===== src/rtl/rr_arb_pkg.sv =====
// Shared types and helpers for the N-channel round-robin arbiter.
// The optional weighting feature is selected by RR_ARB_WEIGHT_EN.
package rr_arb_pkg;

  localparam int MAX_N     = 16;
  localparam int MAX_IDX_W = 4;

  typedef enum logic [0:0] {
    ST_IDLE  = 1'b0,
    ST_GRANT = 1'b1
  } arb_state_e;

  // Binary index of a one-hot vector; zero vector maps to 0.
  function automatic logic [MAX_IDX_W-1:0] onehot2idx(input logic [MAX_N-1:0] vec);
    logic [MAX_IDX_W-1:0] idx;
    idx = '0;
    for (int i = 0; i < MAX_N; i++) begin
      if (vec[i]) idx = idx | MAX_IDX_W'(i);
    end
    return idx;
  endfunction

endpackage


===== src/rtl/rr_arb_pick.sv =====
// Combinational rotate-priority picker: the ptr channel is highest priority,
// then descending index, wrapping from channel 0 to channel N-1.
module rr_arb_pick
  import rr_arb_pkg::*;
#(
  parameter int N = 4
) (
  input  logic [N-1:0] req_i,
  input  logic [N-1:0] ptr_i,
  output logic [N-1:0] win_o,
  output logic         any_o
);

  logic [N-1:0] low_mask;
  logic [N-1:0] req_low;

  function automatic logic [N-1:0] msb_onehot(input logic [N-1:0] v);
    logic [N-1:0] r;
    r = '0;
    for (int i = 0; i < N; i++) begin
      if (v[i]) begin
        r    = '0;
        r[i] = 1'b1;
      end
    end
    return r;
  endfunction

  // Bits at or below the pointer; ptr at bit N-1 shifts out and yields all ones.
  assign low_mask = (ptr_i << 1) - {{(N-1){1'b0}}, 1'b1};
  assign req_low  = req_i & low_mask;
  assign any_o    = |req_i;

  always_comb begin
    win_o = '0;
    if (|req_low) win_o = msb_onehot(req_low);
    else          win_o = msb_onehot(req_i);
  end

endmodule


===== src/rtl/rr_arbiter_n.sv =====
// N-channel round-robin arbiter with packet-locked grants.
// Define RR_ARB_WEIGHT_EN to add per-channel weighted (credit) grants.
//
//   state    | meaning
//   ST_IDLE  | no grant held, waiting for trigger_i with a request present
//   ST_GRANT | win_vec_o holds one channel until last_i or its request drops
module rr_arbiter_n
  import rr_arb_pkg::*;
#(
  parameter int N     = 4,
  parameter int IDX_W = 2,
  parameter int WGT_W = 3
) (
  input  logic               clk_i,
  input  logic               rst_i,
  input  logic [N-1:0]       req_vec_i,
  input  logic               trigger_i,
  input  logic               last_i,
`ifdef RR_ARB_WEIGHT_EN
  input  logic [N*WGT_W-1:0] weight_i,
`endif
  output logic [N-1:0]       win_vec_o,
  output logic [IDX_W-1:0]   win_idx_o,
  output logic               win_valid_o
);

  arb_state_e   state_q, state_d;
  logic [N-1:0] win_vec_q, win_vec_d;
  logic [N-1:0] ptr_q, ptr_d;
  logic [N-1:0] pick_vec;
  logic         pick_any;
  logic         released;
  logic         grant_go;

  rr_arb_pick #(.N(N)) u_pick (
    .req_i (req_vec_i),
    .ptr_i (ptr_q),
    .win_o (pick_vec),
    .any_o (pick_any)
  );

  function automatic logic [N-1:0] rot_down(input logic [N-1:0] v);
    return {v[0], v[N-1:1]};
  endfunction

`ifdef RR_ARB_WEIGHT_EN
  logic [WGT_W-1:0] credit_q, credit_d;
  logic [N-1:0]     last_win_q, last_win_d;
  logic [WGT_W-1:0] wgt_pick;

  always_comb begin
    wgt_pick = '0;
    for (int i = 0; i < N; i++) begin
      if (pick_vec[i]) wgt_pick = weight_i[i*WGT_W +: WGT_W];
    end
  end
`endif

  always_comb begin
    released  = (state_q == ST_GRANT) && (last_i || !(|(req_vec_i & win_vec_q)));
    grant_go  = trigger_i && pick_any && ((state_q == ST_IDLE) || released);
    state_d   = state_q;
    win_vec_d = win_vec_q;
    ptr_d     = ptr_q;
`ifdef RR_ARB_WEIGHT_EN
    credit_d   = credit_q;
    last_win_d = last_win_q;
`endif
    if (grant_go) begin
      state_d   = ST_GRANT;
      win_vec_d = pick_vec;
`ifdef RR_ARB_WEIGHT_EN
      last_win_d = pick_vec;
      if ((pick_vec == last_win_q) && (credit_q > WGT_W'(1)))
        credit_d = credit_q - WGT_W'(1);
      else
        credit_d = (wgt_pick == '0) ? WGT_W'(1) : wgt_pick;
      // Pointer parks on the winner while it still has credit left.
      ptr_d = (credit_d > WGT_W'(1)) ? pick_vec : rot_down(pick_vec);
`else
      ptr_d = rot_down(pick_vec);
`endif
    end else if ((state_q == ST_IDLE) || released) begin
      state_d   = ST_IDLE;
      win_vec_d = '0;
    end
  end

  always_ff @(posedge clk_i) begin
    if (rst_i) begin
      state_q   <= ST_IDLE;
      win_vec_q <= '0;
      ptr_q     <= {1'b1, {(N-1){1'b0}}};
`ifdef RR_ARB_WEIGHT_EN
      credit_q   <= '0;
      last_win_q <= '0;
`endif
    end else begin
      state_q   <= state_d;
      win_vec_q <= win_vec_d;
      ptr_q     <= ptr_d;
`ifdef RR_ARB_WEIGHT_EN
      credit_q   <= credit_d;
      last_win_q <= last_win_d;
`endif
    end
  end

  assign win_vec_o   = win_vec_q;
  assign win_idx_o   = IDX_W'(onehot2idx(MAX_N'(win_vec_q)));
  assign win_valid_o = (state_q == ST_GRANT);

endmodule

===== config.mk =====
export PLATFORM = sky130hd
export DESIGN_NAME = rr_arbiter_n
export DESIGN_NICKNAME = d
export VERILOG_FILES = /design/src/rtl/rr_arb_pkg.sv /design/src/rtl/rr_arb_pick.sv /design/src/rtl/rr_arbiter_n.sv
export SDC_FILE = /design/constraint.sdc
export NUM_CORES = 1
export LEC_CHECK = 0
export ABC_AREA = 1
export CAP_MARGIN = 20
export CORE_AREA = 3 3 40 42
export CTS_CLUSTER_DIAMETER = 120
export DETAILED_ROUTE_END_ITERATION = 6
export DIE_AREA = 0 0 43 45
export PLACE_DENSITY = 0.66
export SYNTH_ARGS = -nofsm -noshare
export SYNTH_HDL_FRONTEND = slang
export SYNTH_SLANG_ARGS = --single-unit
export TNS_END_PERCENT = 100

===== constraint.sdc =====
create_clock -name clk_i -period 1.5 [get_ports clk_i]
set_input_delay 0.3 -clock clk_i [delete_from_list [all_inputs] [get_ports clk_i]]
set_output_delay 0.3 -clock clk_i [all_outputs]
set_load 0.02 [all_outputs]

==> summary.md <==
| Metric | Value |
|---|---|
| Status | `complete, no violations` |
| Max cap viols | `0` |
| Synth Warn # | `0` |
| Final Wtd Congestion | `0.8192` |
| Worst-Skew Late Latency | `0.25 ns` |
| Placed Cells | `109` |
| Worst-path maximum fanout | `5` |
| Setup crit start kind | `flop` |
| Routed Antenna Nets | `0` |
| Antenna violations before repair | `0` |
| CORE AREA | `1285 µm²` |
| Ranking of synthesized cells by area | `dfxtp_1, nand2_1, a21oi_1, nor2_4, inv_1` |
| Hold path start | `ptr_q[1]$_SDFFE_PP0P_` |
| Synth Register Bits | `8` |
| DIE AREA | `1935 µm²` |
| H-tree levels | `1` |
| Cell internal pwr | `376.6 µW` |
| Sw Share | `28.80%` |
| Vias | `513` |
| Fin crit share | `96.78%` |
| Tot GR Track Use | `13.26%` |
| Setup violators final | `0` |
| Drt wl/cell | `9.911 µm` |
| Finished Layout Cells | `112` |
| CTS Buffer Depth | `2` |
| Hold crit path type | `reg -> reg` |
| FF-to-FF path depth | `9` |
| Worst clock skew | `0.01053 ns` |
| R2r startpoint | `ptr_q[0]$_SDFFE_PP0P_` |
| Crit path time final | `1.452 ns` |
| Hold depth | `2` |
| Largest net degree at the start of global routing | `9` |
| Sequential power share | `43.5%` |
| # fillers | `133` |
| Initial Utilization | `38.85%` |
| Initial DRC Count | `7` |
| Worst VDD drop | `0.0006417 V` |
| # DRC | `0` |
| Hold Crit Endpoint | `ptr_q[1]$_SDFFE_PP0P_` |
| Clk pin slew, worst setup/hold paths | `0.05 ns` |
| PD cells | `749.5 nW/µm²` |
| Cell Rows | `13` |
| RSZ-0062 raised after global routing | `no` |
| Vias in the first global route | `469` |
| Hpwl dp | `933.3 µm` |
| Die Y | `45 µm` |
| Setup ws final | `0.04830 ns` |
| Drt via density | `4.580` |
| Count of cell types in the netlist | `15` |
| CTS tree | `built` |
| Post-CTS setup buffer count | `0` |
| Rel. slew slack | `83.08%` |
| Io pins | `15` |
| Dominant cell type by area after synthesis | `dfxtp_1` |
| First-pass GRT wire length | `1876 µm` |
| P_leak | `0.3457 nW` |
| Die W | `43 µm` |
| Final hold violation count | `0` |
| PortBufs | `14` |
| Layout cells sized above 1 | `23.71%` |
| Post-synthesis cell area | `499.2 µm²` |
| Nets | `108` |
| Area share of the largest cell type after synthesis | `32.08%` |
| Syn Area/Cell | `6.569 µm²` |
| Grt ovf | `0` |
| Post-Syn Instances | `76` |
| Area after DPL | `690.7 µm²` |
| Worst slack at placement | `-0.05459 ns` |
| First-pass iteration count of the detailed router | `4` |
| Fin. max-slew vios | `0` |
| Req. time, crit path | `1.20 ns` |
| Comb power frac | `26.1%` |
| Inserted Clock Buffers | `3` |
| Total wire length | `1110 µm` |
| Clk pwr share | `30.5%` |
| Reg2Reg Setup Slack | `0.20 ns` |
| Critical Path AT | `1.15 ns` |
| Psw | `152.4 µW` |
| Fmax | `0.6888 GHz` |
| Design Area, Final | `705.7 µm²` |
| Worst slew pin tran | `0.2531 ns` |
| ANT cells | `0` |
| CTS root buffer | `clkbuf_4` |
| Clk sink count | `8` |
| Post-Syn Nets | `85` |
| Setup crit end kind | `primary output` |
| Register area share after synthesis | `32.08%` |
| Area grow syn2layout | `41.35%` |
| Class of the most critical setup path | `reg -> out` |
| RR Endpoint | `win_vec_o[1]$_SDFFE_PP0P_` |
==> metrics by stage <==
| stage | power, mW | utilization (%) | hold WS [ns] | TNS (ns) |
|---|---|---|---|---|
| after CTS | 0.5391 | 55.01 | 0.4749 | 0 |
| after detailed placement | 0.3800 | 53.75 | 0.4679 | -0.3079 |
| final | 0.5289 | 54.92 | 0.4649 | 0 |
| after global routing | 0.5678 | 54.92 | 0.5049 | 0 |
| after global placement | 0.3788 | 53.75 | 0.4682 | -0.1188 |
| after floorplan | 0.3168 | - | 0.4439 | 0 |
==> cell usage after synthesis, drive strengths merged <==
cell type and number:
nand2 28, nor2 11, inv 10, a21oi 9, dfxtp 8, nand3 4, or2 2, clkbuf 1
clkinv 1, ha 1, o21ai 1
==> flip-flops by register name, summed over array words and instances, names as in the netlist <==
| name | flops |
|---|---|
| ptr_q | 3 |
| win_valid_o | 1 |
| win_vec_o | 4 |
==> routing by layer <==
layer / vias to the layer above / global-route usage [%] / wire length [µm]
li1: 278 / - / -
met1: 224 / 14.77 / 484
met2: 11 / 21.86 / 562
met3: 0 / 7.570 / 63
met4: 0 / 3.614 / 0
met5: - / 0 / 0
==> cells by family (layout without fill, tap and decap cells) <==
group           Yosys count  after routing  share of synthesized area, %
compound gates           10             10                         10.78
fa+ha+maj                 1              1                         2.506
buf+inv                  12             33                         9.272
simple gates             45             45                         45.36
flops                     8              8                         32.08
==> power by group through the flow <==
stage | logic (mW) | registers, mW | clock network (mW)
floorplan | 0.0763 | 0.241 | 0
global placement | 0.145 | 0.234 | 0
detailed placement | 0.146 | 0.235 | 0
CTS | 0.140 | 0.230 | 0.169
global route | 0.155 | 0.231 | 0.182
finish | 0.138 | 0.230 | 0.161
==> layout make-up <==
type	instances	area (µm²)	area share [%]
Multi-Input combinational cell	56	292.8	41.49
Timing Repair Buffer	19	170.2	24.11
Sequential cell	8	160.2	22.70
Inverter	11	41.29	5.851
Clock buffer	3	22.52	3.191
Tap cell	15	18.77	2.660
==> timing repair <==
| action | in CTS | in global routing |
|---|---|---|
| setup endpoints to repair | 6 | 3 |
| gates cloned | 0 | 0 |
| hold buffers | 0 | 0 |
| gates resized for setup | 7 | 3 |
| endpoints found under the hold margin | 0 | 0 |
==> placed cells by master (no fill, tap or decap) <==
| cell | synthesis | final |
|---|---|---|
| a21oi_1 | 9 | 9 |
| buf_4 | 0 | 5 |
| clkbuf_2 | 1 | 1 |
| clkbuf_4 | 0 | 3 |
| clkdlybuf4s15_1 | 0 | 1 |
| clkdlybuf4s50_1 | 0 | 7 |
| clkinv_1 | 1 | 1 |
| dfxtp_1 | 8 | 8 |
| dlygate4sd2_1 | 0 | 4 |
| dlymetal6s2s_1 | 0 | 1 |
| ha_1 | 1 | 1 |
| inv_1 | 8 | 8 |
| inv_2 | 2 | 2 |
| nand2_1 | 23 | 23 |
| nand2_2 | 4 | 4 |
| nand2_4 | 1 | 1 |
| nand3_1 | 4 | 4 |
| nor2_1 | 7 | 7 |
| nor2_4 | 4 | 4 |
| o21ai_2 | 1 | 1 |
| or2_2 | 2 | 2 |
==> worst max-delay path by stage <==
stage / from / to / slack [ns] / cells after the start
after floorplan: win_valid_o$_SDFFE_PP0P_ / ptr_q[0]$_SDFFE_PP0P_ / 0.35 / 7
after global placement: req_vec_i[3] / ptr_q[1]$_SDFFE_PP0P_ / -0.03 / 8
after detailed placement: req_vec_i[1] / win_vec_o[1]$_SDFFE_PP0P_ / -0.05 / 8
after CTS: win_valid_o$_SDFFE_PP0P_ / win_valid_o / 0.01 / 1
after global routing: win_vec_o[3]$_SDFFE_PP0P_ / win_idx_o[0] / 0.0001 / 2
final: win_vec_o[3]$_SDFFE_PP0P_ / win_idx_o[0] / 0.05 / 2
==> critical path: stages (launching register included) <==
cell and delay [ns]:
dfxtp_1 0.34, or2_2 0.28, clkdlybuf4s15_1 0.29
Note: power is estimated with default switching activity, not from simulation.
